**config.mk**
```make
export PLATFORM = sky130hd
export DESIGN_NAME = stepper_multi_controller
export DESIGN_NICKNAME = d
export VERILOG_FILES = /design/src/rtl/stepper_pkg.sv /design/src/rtl/stepper_channel.sv /design/src/rtl/stepper_multi_controller.sv
export SDC_FILE = /design/constraint.sdc
export NUM_CORES = 1
export LEC_CHECK = 0
export ABC_CLOCK_PERIOD_IN_PS = 4600
export CORE_ASPECT_RATIO = 0.6
export CORE_MARGIN = 2
export CORE_UTILIZATION = 45
export DETAILED_ROUTE_END_ITERATION = 6
export PLACE_DENSITY = 0.76
export SLEW_MARGIN = 5
export SYNTH_ARGS = -nofsm -noshare
export SYNTH_HDL_FRONTEND = slang
export SYNTH_SLANG_ARGS = --single-unit
```
**constraint.sdc**
```tcl
create_clock -name clk -period 4.6 [get_ports clk]
set_clock_uncertainty 0.15 [all_clocks]
set_input_delay 0.69 -clock clk [delete_from_list [all_inputs] [get_ports clk]]
set_output_delay 0.69 -clock clk [all_outputs]
set_load 0.03 [all_outputs]
```
**src/rtl/stepper_pkg.sv**
```systemverilog
// Shared types and helpers for the multi-axis step/direction generator.
// STEPPER_SYNC_START_EN (optional) enables the ARMED state used for synchronised starts.
package stepper_pkg;

  localparam int CNT_W_DEF = 32;

  typedef enum logic [2:0] {
    ST_IDLE,
    ST_ARMED,
    ST_SETUP,
    ST_HIGH,
    ST_LOW
  } state_e;

  // Operates on sign-extended values so channels up to 64 bits wide share it.
  function automatic logic [63:0] abs_steps(input logic signed [63:0] v);
    return v[63] ? -v : v;
  endfunction

  function automatic logic [63:0] clamp_min(input logic [63:0] v, input logic [63:0] lo);
    return (v < lo) ? lo : v;
  endfunction

endpackage

```
**src/rtl/stepper_channel.sv**
```systemverilog
// One axis: command latch, direction setup, fixed-width step pulses at a clamped period.
// STEPPER_SYNC_START_EN adds sync_go and the ARMED hold state.
module stepper_channel
  import stepper_pkg::*;
#(
  parameter int          CNT_W       = CNT_W_DEF,
  parameter int unsigned PULSE_WIDTH = 1000,
  parameter int unsigned DIR_SETUP   = 50
) (
  input  logic                    clk,
  input  logic                    rst_n,
`ifdef STEPPER_SYNC_START_EN
  input  logic                    sync_go,
`endif
  input  logic                    cmd_valid,
  output logic                    cmd_ready,
  input  logic signed [CNT_W-1:0] cmd_steps,
  input  logic        [CNT_W-1:0] cmd_period,
  input  logic                    abort,
  output logic                    step_out,
  output logic                    dir_out,
  output logic                    busy,
  output logic                    done
);

  state_e             state_q, state_d;
  logic [CNT_W-1:0]   cnt_q, cnt_d;
  logic [CNT_W-1:0]   rem_q, rem_d;
  logic [CNT_W-1:0]   per_q, per_d;
  logic               abort_pend_q, abort_pend_d;
  logic               step_q, step_d;
  logic               dir_q, dir_d;
  logic               busy_q, busy_d;
  logic               done_q, done_d;
  logic               ready_q, ready_d;

  always_comb begin
    state_d      = state_q;
    cnt_d        = cnt_q;
    rem_d        = rem_q;
    per_d        = per_q;
    abort_pend_d = abort_pend_q;
    dir_d        = dir_q;
    done_d       = 1'b0;

    unique case (state_q)
      ST_IDLE: begin
        // abort blocks acceptance; a zero-step command completes without moving
        if (cmd_valid && ready_q && !abort) begin
          if (cmd_steps == '0) begin
            done_d = 1'b1;
          end else begin
            rem_d        = CNT_W'(abs_steps(64'(cmd_steps)));
            per_d        = CNT_W'(clamp_min(64'(cmd_period), 64'(PULSE_WIDTH) + 64'd1));
            dir_d        = ~cmd_steps[CNT_W-1];
            abort_pend_d = 1'b0;
            cnt_d        = CNT_W'(DIR_SETUP - 1);
`ifdef STEPPER_SYNC_START_EN
            state_d      = ST_ARMED;
`else
            state_d      = ST_SETUP;
`endif
          end
        end
      end
`ifdef STEPPER_SYNC_START_EN
      ST_ARMED: begin
        if (abort) begin
          state_d = ST_IDLE;
          done_d  = 1'b1;
        end else if (sync_go) begin
          state_d = ST_SETUP;
          cnt_d   = CNT_W'(DIR_SETUP - 1);
        end
      end
`endif
      ST_SETUP: begin
        if (abort) begin
          state_d = ST_IDLE;
          done_d  = 1'b1;
        end else if (cnt_q == '0) begin
          state_d = ST_HIGH;
          cnt_d   = CNT_W'(PULSE_WIDTH - 1);
          rem_d   = rem_q - 1'b1;
        end else begin
          cnt_d = cnt_q - 1'b1;
        end
      end
      ST_HIGH: begin
        // a pulse in flight always runs to full width before abort takes effect
        if (abort) abort_pend_d = 1'b1;
        if (cnt_q == '0) begin
          if (abort_pend_q || abort) begin
            state_d = ST_IDLE;
            done_d  = 1'b1;
          end else begin
            state_d = ST_LOW;
            cnt_d   = per_q - CNT_W'(PULSE_WIDTH + 1);
          end
        end else begin
          cnt_d = cnt_q - 1'b1;
        end
      end
      ST_LOW: begin
        if (abort) begin
          state_d = ST_IDLE;
          done_d  = 1'b1;
        end else if (cnt_q == '0) begin
          if (rem_q == '0) begin
            state_d = ST_IDLE;
            done_d  = 1'b1;
          end else begin
            state_d = ST_HIGH;
            cnt_d   = CNT_W'(PULSE_WIDTH - 1);
            rem_d   = rem_q - 1'b1;
          end
        end else begin
          cnt_d = cnt_q - 1'b1;
        end
      end
      default: state_d = ST_IDLE;
    endcase

    step_d  = (state_d == ST_HIGH);
    busy_d  = (state_d != ST_IDLE);
    ready_d = (state_d == ST_IDLE);
  end

  always_ff @(posedge clk) begin
    if (!rst_n) begin
      state_q      <= ST_IDLE;
      cnt_q        <= '0;
      rem_q        <= '0;
      per_q        <= '0;
      abort_pend_q <= 1'b0;
      step_q       <= 1'b0;
      dir_q        <= 1'b1;
      busy_q       <= 1'b0;
      done_q       <= 1'b0;
      ready_q      <= 1'b1;
    end else begin
      state_q      <= state_d;
      cnt_q        <= cnt_d;
      rem_q        <= rem_d;
      per_q        <= per_d;
      abort_pend_q <= abort_pend_d;
      step_q       <= step_d;
      dir_q        <= dir_d;
      busy_q       <= busy_d;
      done_q       <= done_d;
      ready_q      <= ready_d;
    end
  end

  assign step_out  = step_q;
  assign dir_out   = dir_q;
  assign busy      = busy_q;
  assign done      = done_q;
  assign cmd_ready = ready_q;

endmodule

```
**src/rtl/stepper_multi_controller.sv**
```systemverilog
// N-axis step/direction pulse generator: independent stepper_channel per axis on flattened buses.
// STEPPER_SYNC_START_EN adds the sync_go input for coordinated starts of armed axes.
module stepper_multi_controller
  import stepper_pkg::*;
#(
  parameter int          NUM_AXES    = 2,
  parameter int          CNT_W       = CNT_W_DEF,
  parameter int unsigned PULSE_WIDTH = 1000,
  parameter int unsigned DIR_SETUP   = 50
) (
  input  logic                      clk,
  input  logic                      rst_n,
`ifdef STEPPER_SYNC_START_EN
  input  logic                      sync_go,
`endif
  input  logic [NUM_AXES-1:0]       cmd_valid,
  output logic [NUM_AXES-1:0]       cmd_ready,
  input  logic [NUM_AXES*CNT_W-1:0] cmd_steps,
  input  logic [NUM_AXES*CNT_W-1:0] cmd_period,
  input  logic [NUM_AXES-1:0]       abort,
  output logic [NUM_AXES-1:0]       step_out,
  output logic [NUM_AXES-1:0]       dir_out,
  output logic [NUM_AXES-1:0]       busy,
  output logic [NUM_AXES-1:0]       done
);

  for (genvar i = 0; i < NUM_AXES; i++) begin : g_axis
    stepper_channel #(
      .CNT_W      (CNT_W),
      .PULSE_WIDTH(PULSE_WIDTH),
      .DIR_SETUP  (DIR_SETUP)
    ) u_chan (
      .clk       (clk),
      .rst_n     (rst_n),
`ifdef STEPPER_SYNC_START_EN
      .sync_go   (sync_go),
`endif
      .cmd_valid (cmd_valid[i]),
      .cmd_ready (cmd_ready[i]),
      .cmd_steps (cmd_steps[i*CNT_W +: CNT_W]),
      .cmd_period(cmd_period[i*CNT_W +: CNT_W]),
      .abort     (abort[i]),
      .step_out  (step_out[i]),
      .dir_out   (dir_out[i]),
      .busy      (busy[i]),
      .done      (done[i])
    );
  end

endmodule
```
**Yosys cells after proc, flatten, opt, wreduce, memory -nomap -nowiden**

Index checks and enable logic that the tools add are counted.

- Output and inout port bits: 10
- Logic and storage cells: 182
- Register bits after elaboration: 210

- Bitwise gates (word level): 4
- Equal/unequal tests: 28
- Reduce and logical (&&, ||, !) cells: 34
- Add/subtract/negate cells: 8
- Multiplexer cells: 86
- $lt $le $gt $ge: 2

Operators by type and width:

| cell | count |
|---|---|
| 32-bit two-way mux | 36 |
| 32-bit one-hot mux with 4 select lines | 2 |
| 32-bit logical NOT | 6 |
| 32-bit one-hot mux with 3 select lines | 2 |
| 32-bit by 1-bit subtractor with 32-bit output (second input constant) | 4 |
| 32-bit by 10-bit less-than comparator with 1-bit output (second input constant) | 2 |
| 32-bit negation | 2 |
| 32-bit by 10-bit subtractor with 32-bit output (second input constant) | 2 |
| 3-bit two-way mux | 16 |
| 3-bit one-hot mux with 4 select lines | 2 |
| 1-bit two-way mux | 22 |
| 2-bit inequality test (second input constant) | 10 |
| 3-bit by 2-bit equality test with 1-bit output (second input constant) | 6 |
| 8-bit AND reduction | 2 |
| 7-bit AND reduction | 2 |
| 3-bit logical NOT | 4 |
| 2-bit by 1-bit inequality test with 1-bit output (second input constant) | 6 |
| 3-bit inequality test (second input constant) | 4 |
| 3-bit nonzero test | 4 |
| 1-bit one-hot mux with 4 select lines | 2 |
| 4-bit AND reduction | 2 |
| 4-bit nonzero test | 2 |
| 3-bit equality test (second input constant) | 2 |
| 3-bit AND reduction | 2 |
| 7 further kinds | 18 |

**Logic depth before layout (Yosys ltp)**

Gate-level depths: netlist of the first run.

- Depth in word-level cells: 6
- Mapped depth: 12
- Gate-level depth less buffers: 10

**Hierarchy**

A second synthesis of the first run with hierarchy kept.

- Cells, all modules: 1894
- Area total of the unflattened synthesis: 14119.8 um2

By module, submodules not included:

| module | times used | seq. area each (um2) | area each (um2) | cells each |
|---|---|---|---|---|
| stepper_channel at g_axis[1].u_chan | 1 | 2102.0 | 7076.8 | 937 |
| stepper_channel at g_axis[0].u_chan | 1 | 2102.0 | 7043.0 | 957 |

**Worst setup path before layout of the first run**

No wires, ideal clock.

- Path type: input to register
- Start point: in cmd_steps[39]
- End point: reg g_axis[1].u_chan.cnt_q[5]
- Setup slack: 1.178 ns
- Library setup time: 0.116 ns
- Arrival: 3.157 ns
- Stages: 9
- Path through: or4_4 > or4_4 > or3_4 > or4_4 > and3_1 > buf_6 > buf_6 > a21oi_1 > nor2_1

- Longest elaborated chain between the ends: 3

RTL lines:

| element | RTL line | source |
|---|---|---|
| from (decl) | stepper_multi_controller.sv:18 | `input logic [NUM_AXES*CNT_W-1:0] cmd_steps,` |
| 32-bit logical NOT | stepper_channel.sv:50 | `if (cmd_steps == '0) begin` |
| 2-bit inequality test (no line) | n/a |  |
| 7-bit AND reduction (no line) | n/a |  |
| to (signal assigned) | stepper_channel.sv:143 | `cnt_q <= cnt_d;` |
| to (decl) | stepper_channel.sv:27 | `logic [CNT_W-1:0] cnt_q, cnt_d;` |

No other way between the ends.
A chain may end at the register's enable or synchronous reset.

**Final worst setup path of the first run**

- Start point: in cmd_steps[39]
- End point: reg g_axis[1].u_chan.cnt_q[8]

Same word-level chain as after synthesis.

==> impl_results.md, run 1 <==
* Leak Pwr at 5.70 nW
* Die area at 0.0324 mm2
* FF-to-FF setup slack at 1.03 ns
* Slew margin rel. at 19.1%
* WL final at 45600 um
* Synth top area cells: dfxtp_1 30%, a21oi_1 8.6%, nand2_1 6.6%
* CTS Sinks at 210
* Final ANT Viol Nets at 0
* # diodes at 0
* Cell taking the most area after synthesis: dfxtp_1
* Vias per inst at 6.33
* Global Route met3 Usage at 6.60%
* Port bufs at 143
* Crit share post-route at 82.4%
* CP max FO at 22
* Seq/Total Area, Yosys at 30.2%
* Crit path to: g_axis[1].u_chan.cnt_q[8]
* Crit path arrival time at 4.05 ns
* Routing usage on met2 at 36.0%
* Wirelength per Cell at 18.5 um
* Most common cell in the netlist: nand2_1
* Reg-to-Reg End: g_axis[0].u_chan.rem_q[6]
* Setup_tns at 0 ns
* CTS H-tree depth at 1
* Cell depth of the worst setup path at 9
* Site Rows at 49
* Worst-path clk slew at 0.07 ns
* Endpoints failing hold at 0
* Post-synth net total at 2117
* Fin crit period at 3.79 ns
* Core Region at 0.0302 mm2
* Post-synthesis register bit count at 210
* CTS tree: yes
* Maximum VDD drop at 0.198 mV
* Chip height at 140 um
* Layout area overhead at 17.9%
* Met1 usage at 43.9%
* Most frequent cells after synthesis: 244 x nand2_1, 239 x a21oi_1, 210 x dfxtp_1
* Critical path's most frequent cell: or4_4
* Yosys warning total at 0
* DRC Markers at 0
* Pre-CTS setup slack at 0.305 ns
* Mapped Area at 0.0139 mm2
* Fmax at 0.264 GHz
* Cell count after synthesis at 1971
* R2R cell count at 8
* Total number of vias at 15600
* CTS root buf: clkbuf_16
* # setup viols final at 0
* Crit-path cells: clkdlybuf4s50_1 > or4_4 > or4_4 > or3_4 > or4_4 > nand3_2 > buf_12 > a21oi_1 > o221a_2
* Pre-Repair DR Iteration Count at 7
* Worst-Skew Late Latency at 0.53 ns
* Run status: finished, final reports clean
* Max-slew violations at 0
* Final Wtd Congestion at 0.965
* Largest net degree at the start of global routing at 114
* PwrDens at 358 mW/mm2
* Layout cell share with drive strength beyond 1 at 5.51%
* Total Power at 5.89 mW
* Most used DFF post-synth: dfxtp_1
* Busiest grt layer: met1
* Maxcap violations at 0
* HPWL Detailed at 33300 um
* Worst hold path type: reg -> reg
* Synth top area share at 30.2%
* Dpl cell area at 0.0157 mm2
* Worst EP required at 4.86 ns
* Mapped Avg Cell Area at 7.07 um2
* Critical path endpoint category: flop
* First-pass GRT wire length at 72800 um
* Vias in the first global route at 13600
* # IOs at 144
* Critical R2R Launch: g_axis[0].u_chan.rem_q[15]
* Initial antenna violation count at 0
* Worst Tran Pin Value at 1.21 ns
* Buf/Inv on CP at 2
* Worst path slowest cell: or4_4
* Initial Utilization at 46.1%
* Nets at 2182
* Max Root-Sink Buffers at 3
* Num CTS Buffers at 22
* Setup Buffers After CTS at 0
* Family with the most delay on the worst path: simple AND/OR/NAND/NOR gates
* Post-synth EDFFs at 0
* Number of hold buffers added after cts at 0
* Startpoint types: input pin
* Final Instance Area at 0.0164 mm2
* Crit Path Category: in -> reg
* CP Launch Point: cmd_steps[39]
* Fin worst setup slack at 0.808 ns
* Post-CTS sizing at 0
* Cell variety after synth at 70
* Global route total overflow at 0
* Crit-path max cell delay at 0.61 ns
* Unrepaired setup endpoints after global routing: no
* Ys async rst share at 0%
* GRT Util Overall at 27.2%
* Initial detailed-routing violation count at 2043
* Die width at 231 um
stage by stage:
step / hold slack [ns] / instances / utilization, %
after global placement: 0.306 / 2420 / 51.8
after detailed placement: 0.316 / 2420 / 51.8
after floorplan: 0.289 / 1971 / -
final: 0.322 / 2460 / 54.4
after global routing: 0.348 / 2460 / 54.4
after CTS: 0.325 / 2460 / 54.4
cell families (layout without fill, tap and decap cells):
group           after synthesis  after routing  synth area share (%)
xor+xnor                    110            110                  6.91
compound gates              634            634                  27.2
flops                       210            210                  30.2
simple gates                826            826                  29.1
mux                           1              1                0.0808
fa+ha+maj                    12             12                  1.08
buf+inv                     178            259                  5.42
power by group:
group | switching (mW) | internal [mW] | total (mW) | leakage [nW]
clock network | 0.785 | 1.12 | 1.91 | 0.382
registers | 0.145 | 1.94 | 2.09 | 1.71
logic | 1.21 | 0.677 | 1.89 | 3.61
total | 2.14 | 3.74 | 5.89 | 5.70
sequential cells by signal, indices dropped and copies added (netlist names):
name and count:
g_axis.u_chan.dir_out 2, g_axis.u_chan.done 2, g_axis.u_chan.rem_q 64, g_axis.u_chan.per_q 64, g_axis.u_chan.abort_pend_q 2, g_axis.u_chan.step_out 2, g_axis.u_chan.state_q 6, g_axis.u_chan.busy 2
g_axis.u_chan.cnt_q 64, g_axis.u_chan.cmd_ready 2
worst register-to-register path: stages (launching register included):
cell	delay (ns)
dfxtp_1	0.36
or4_1	0.66
or4_1	0.51
nor4_1	0.71
o31ai_1	0.18
and4b_1	0.33
buf_4	0.28
a21oi_1	0.19
a211oi_1	0.07
cells in the final DEF, fill, tap and decap left out, types with 7 or more instances in the layout:
master           count
a21oi_1            236
nor4_1              64
nand3b_1            12
ha_1                12
buf_4               36
o211ai_1            40
nand3_1             49
xor2_1              68
clkbuf_16           23
nand2_1            244
xnor2_1             42
a31oi_1             15
clkdlybuf4s50_1    142
nor3_1             107
nand2b_1            13
o41ai_1             19
o22ai_1             24
nand4_1             22
nand4b_1             7
o21ai_0            171
or4_1               31
dfxtp_1            210
or3_1               34
and3_1              11
nor2b_1              9
or2_2                7
o31a_1               7
o31ai_1             29
a211oi_1            15
nor2_1             183
o32ai_1             16
inv_1               35
layout make-up:
| cell class | count | area, um2 |
|---|---|---|
| Clock buffer | 32 | 669 |
| Tap cell | 408 | 510 |
| Inverter | 36 | 138 |
| Timing Repair Buffer | 183 | 1780 |
| Fill cell | 2885 | 13800 |
| Clock inverter | 8 | 97.6 |
| Sequential cell | 210 | 4200 |
| Multi-Input combinational cell | 1583 | 9040 |
metal layers:
metal | share of wire, % | wire [um]
met1 | 49 | 22300
met2 | 38 | 17500
met3 | 12 | 5330
met4 | 1.2 | 527
met5 | 0 | 0
how the worst min path moves through the flow:
stage                                          start                    endpoint  depth (start not counted)
final                     g_axis[0].u_chan.per_q[31]  g_axis[0].u_chan.per_q[31]                          2
after global routing      g_axis[1].u_chan.rem_q[11]  g_axis[1].u_chan.rem_q[11]                          2
after detailed placement  g_axis[0].u_chan.per_q[31]  g_axis[0].u_chan.per_q[31]                          2
after floorplan           g_axis[1].u_chan.rem_q[23]  g_axis[1].u_chan.rem_q[23]                          2
after CTS                 g_axis[0].u_chan.per_q[31]  g_axis[0].u_chan.per_q[31]                          2
after global placement    g_axis[1].u_chan.cnt_q[31]  g_axis[1].u_chan.cnt_q[31]                          2
Note: power is estimated with default switching activity, not from simulation.
==> run 2, diff against run 1 <==
--- a/config.mk
+++ b/config.mk
@@ -5,12 +5,12 @@
 export SDC_FILE = /design/constraint.sdc
 export NUM_CORES = 1
 export LEC_CHECK = 0
-export ABC_CLOCK_PERIOD_IN_PS = 4600
+export ABC_CLOCK_PERIOD_IN_PS = 3100
 export CORE_ASPECT_RATIO = 0.6
 export CORE_MARGIN = 2
 export CORE_UTILIZATION = 45
 export DETAILED_ROUTE_END_ITERATION = 6
-export PLACE_DENSITY = 0.76
+export PLACE_DENSITY = 0.78
 export SLEW_MARGIN = 5
 export SYNTH_ARGS = -nofsm -noshare
 export SYNTH_HDL_FRONTEND = slang
==> constraint.sdc (replaced) <==
create_clock -name clk -period 3.1 [get_ports clk]
set_clock_uncertainty 0.15 [all_clocks]
set_input_delay 0.465 -clock clk [delete_from_list [all_inputs] [get_ports clk]]
set_output_delay 0.465 -clock clk [all_outputs]
set_load 0.03 [all_outputs]
==> run 2 against run 1 <==
Against the previous run: count of clock-buffer cells in the layout shrank 2; final area grew 7.8%; hold slack got worse by 0.0085 ns; worst setup slack worse by 0.80 ns; core utilization is 4.2 points higher.
==> impl_results.md, run 2 (same netlist as run 1, synthesis figures left out) <==
* Maximum VDD drop at 0.260 mV (was 0.198 mV)
* # fillers at 2688 (was 2885)
* Sequential power share at 35.0% (was 35.4%)
* Max-slew violations at 0 (unchanged)
* Chip height at 140 um (unchanged)
* CTS Sinks at 210 (unchanged)
* Multi-input logic area at 0.00914 mm2 (was 0.00904 mm2)
* Layout cell share with drive strength beyond 1 at 12.2% (was 5.51%)
* # diodes at 0 (unchanged)
* Die area at 0.0324 mm2 (unchanged)
* Layout area overhead at 27.1% (was 17.9%)
* CTS root buf: clkbuf_16 (unchanged)
* Startpoint types: input pin (unchanged)
* Regs by FF count: g_axis.u_chan.cnt_q x64, g_axis.u_chan.per_q x64, g_axis.u_chan.rem_q x64 (unchanged)
* WL final at 46400 um (was 45600 um)
* Crit Path Category: in -> reg (unchanged)
* CTS H-tree depth at 1 (unchanged)
* Worst hold path type: in -> reg (was reg -> reg)
* PwrDens at 499 mW/mm2 (was 358 mW/mm2)
* Worst-path clk slew at 0.07 ns (about the same)
* DRC Markers at 0 (unchanged)
* Worst-Skew Late Latency at 0.53 ns (about the same)
* Final Wtd Congestion at 0.980 (was 0.965)
* Worst EP required at 3.34 ns (was 4.86 ns)
* Final ANT Viol Nets at 0 (unchanged)
* Endpoints failing hold at 0 (unchanged)
* Commonest cells after routing, fill and taps aside: 243 x nand2_1, 236 x a21oi_1, 210 x dfxtp_1, 183 x nor2_1, 171 x o21ai_0 (was 244 x nand2_1, 236 x a21oi_1, 210 x dfxtp_1, 183 x nor2_1, 171 x o21ai_0)
* # IOs at 144 (unchanged)
* Die width at 231 um (unchanged)
* Pre-Repair DR Iteration Count at 6 (was 7)
* P_int at 5.59 mW (was 3.74 mW)
* Num CTS Buffers at 22 (unchanged)
* Maxcap violations at 0 (unchanged)
* FF+latch area at 0.00420 mm2 (unchanged)
* Dpl cell area at 0.0169 mm2 (was 0.0157 mm2)
* Vias in the first global route at 14500 (was 13600)
* Crit path arrival time at 3.34 ns (was 4.05 ns)
* Leak Pwr at 6.44 nW (was 5.70 nW)
* Initial Utilization at 46.1% (unchanged)
* Comb pwr share at 35.0% (was 32.1%)
* Wirelength per Cell at 17.8 um (was 18.5 um)
* Pre-CTS setup slack at -0.549 ns (was 0.305 ns)
* Setup Buffers After CTS at 0 (unchanged)
* Max Root-Sink Buffers at 3 (unchanged)
* Port bufs at 143 (unchanged)
* Core Region at 0.0302 mm2 (unchanged)
* Number of hold buffers added after cts at 0 (unchanged)
* Fin worst setup slack at 0.00429 ns (was 0.808 ns)
* Switching power at 3.25 mW (was 2.14 mW)
* HPWL Detailed at 33900 um (was 33300 um)
* Switching share of power at 36.8% (was 36.4%)
* Initial antenna violation count at 0 (unchanged)
* GRT Util Overall at 27.5% (was 27.2%)
* Global route total overflow at 0 (unchanged)
* Worst Tran Pin Value at 0.712 ns (was 1.21 ns)
* Initial detailed-routing violation count at 2121 (was 2043)
* Nets at 2326 (was 2182)
* Vias per inst at 6.22 (was 6.33)
* Slew margin rel. at 52.1% (was 19.1%)
* Leading cell type in the layout, fill and taps excluded: nand2_1 (unchanged)
* CP max FO at 14 (was 22)
* Unrepaired setup endpoints after global routing: yes (was no)
* First-pass GRT wire length at 75000 um (was 72800 um)
* CTS tree: yes (unchanged)
* Largest net degree at the start of global routing at 53 (was 114)
* Fin crit period at 3.10 ns
* Final Instance Area at 0.0177 mm2 (was 0.0164 mm2)
* # setup viols final at 0 (unchanged)
* Site Rows at 49 (unchanged)
* Critical path endpoint category: flop (unchanged)
* Share of power burned in the clock network at 30.1% (was 32.4%)
* Crit share post-route at 99.9%
* Run status: finished, final reports clean (unchanged)
* Fmax at 0.323 GHz
* Total number of vias at 16200 (was 15600)
run 2: cell count changes in the layout (fill, tap and decap cells not counted), sizes merged:
cell and change:
clkinvlp +3, bufinv -1, buf +141, and3 +1
run 2: final cells by class:
cell class | instances | area share [%]
multi-input combinational | 1584 | 51.6
tap | 408 | 2.88
clock buffer | 30 | 3.45
timing repair buffer | 326 | 17.0
inverter | 36 | 0.777
clock inverter | 10 | 0.530
sequential | 210 | 23.7
run 2: what timing repair did:
action / CTS / global route
pin swaps: 0 / 1
endpoints found under the hold margin: 0 / 0
endpoints found under the setup margin: 7 / 49
gates cloned: 0 / 3
gates resized for setup: 1 / 17
run 2: final timing paths:
| check | from | end | slack [ns] | depth (start not counted) |
|---|---|---|---|---|
| max | cmd_steps[40] | g_axis[1].u_chan.cnt_q[16] | 0.004 | 8 |
| min | rst_n | g_axis[0].u_chan.abort_pend_q | 0.31 | 3 |
| max reg2reg | g_axis[1].u_chan.rem_q[2] | g_axis[1].u_chan.rem_q[29] | 0.11 | 7 |
| min reg2reg | g_axis[0].u_chan.per_q[31] | g_axis[0].u_chan.per_q[31] | 0.32 | 2 |
run 2: per-stage QoR:
step	TNS (ns)	instances	util, %	total power, mW	hold WS, ns
after floorplan	0	1971	-	4.93	0.289
after global placement	-61.38	2561	55.8	5.99	0.308
after detailed placement	-71.16	2561	55.8	6.07	0.315
after CTS	0	2601	58.1	8.71	0.292
after global routing	-0.0661	2604	58.6	9.28	0.319
final	0	2604	58.6	8.84	0.314
run 2: layer usage:
metal	wire length [um]	global-route usage [%]	vias up	part of all wire (%)
li1	-	-	7690	-
met1	21600	42.6	7524	47
met2	18600	38.6	895	40
met3	5380	5.99	77	12
met4	773	5.09	0	1.7
met5	0	0	-	0
run 2: critical path, stage by stage:
cell and delay [ns]:
clkdlybuf4s50_1 0.45, or4_4 0.56, or4_4 0.48, or3_4 0.36
or4_4 0.47, and3_4 0.29, a21oi_1 0.19, a311oi_2 0.07
run 2: power by group through the flow:
stage	Sequential (mW)	Combinational (mW)	Clock, mW
global route	3.12	3.35	2.81
detailed placement	3.14	2.92	0
finish	3.09	3.09	2.66
CTS	3.08	2.94	2.68
floorplan	3.08	1.86	0
global placement	3.13	2.86	0
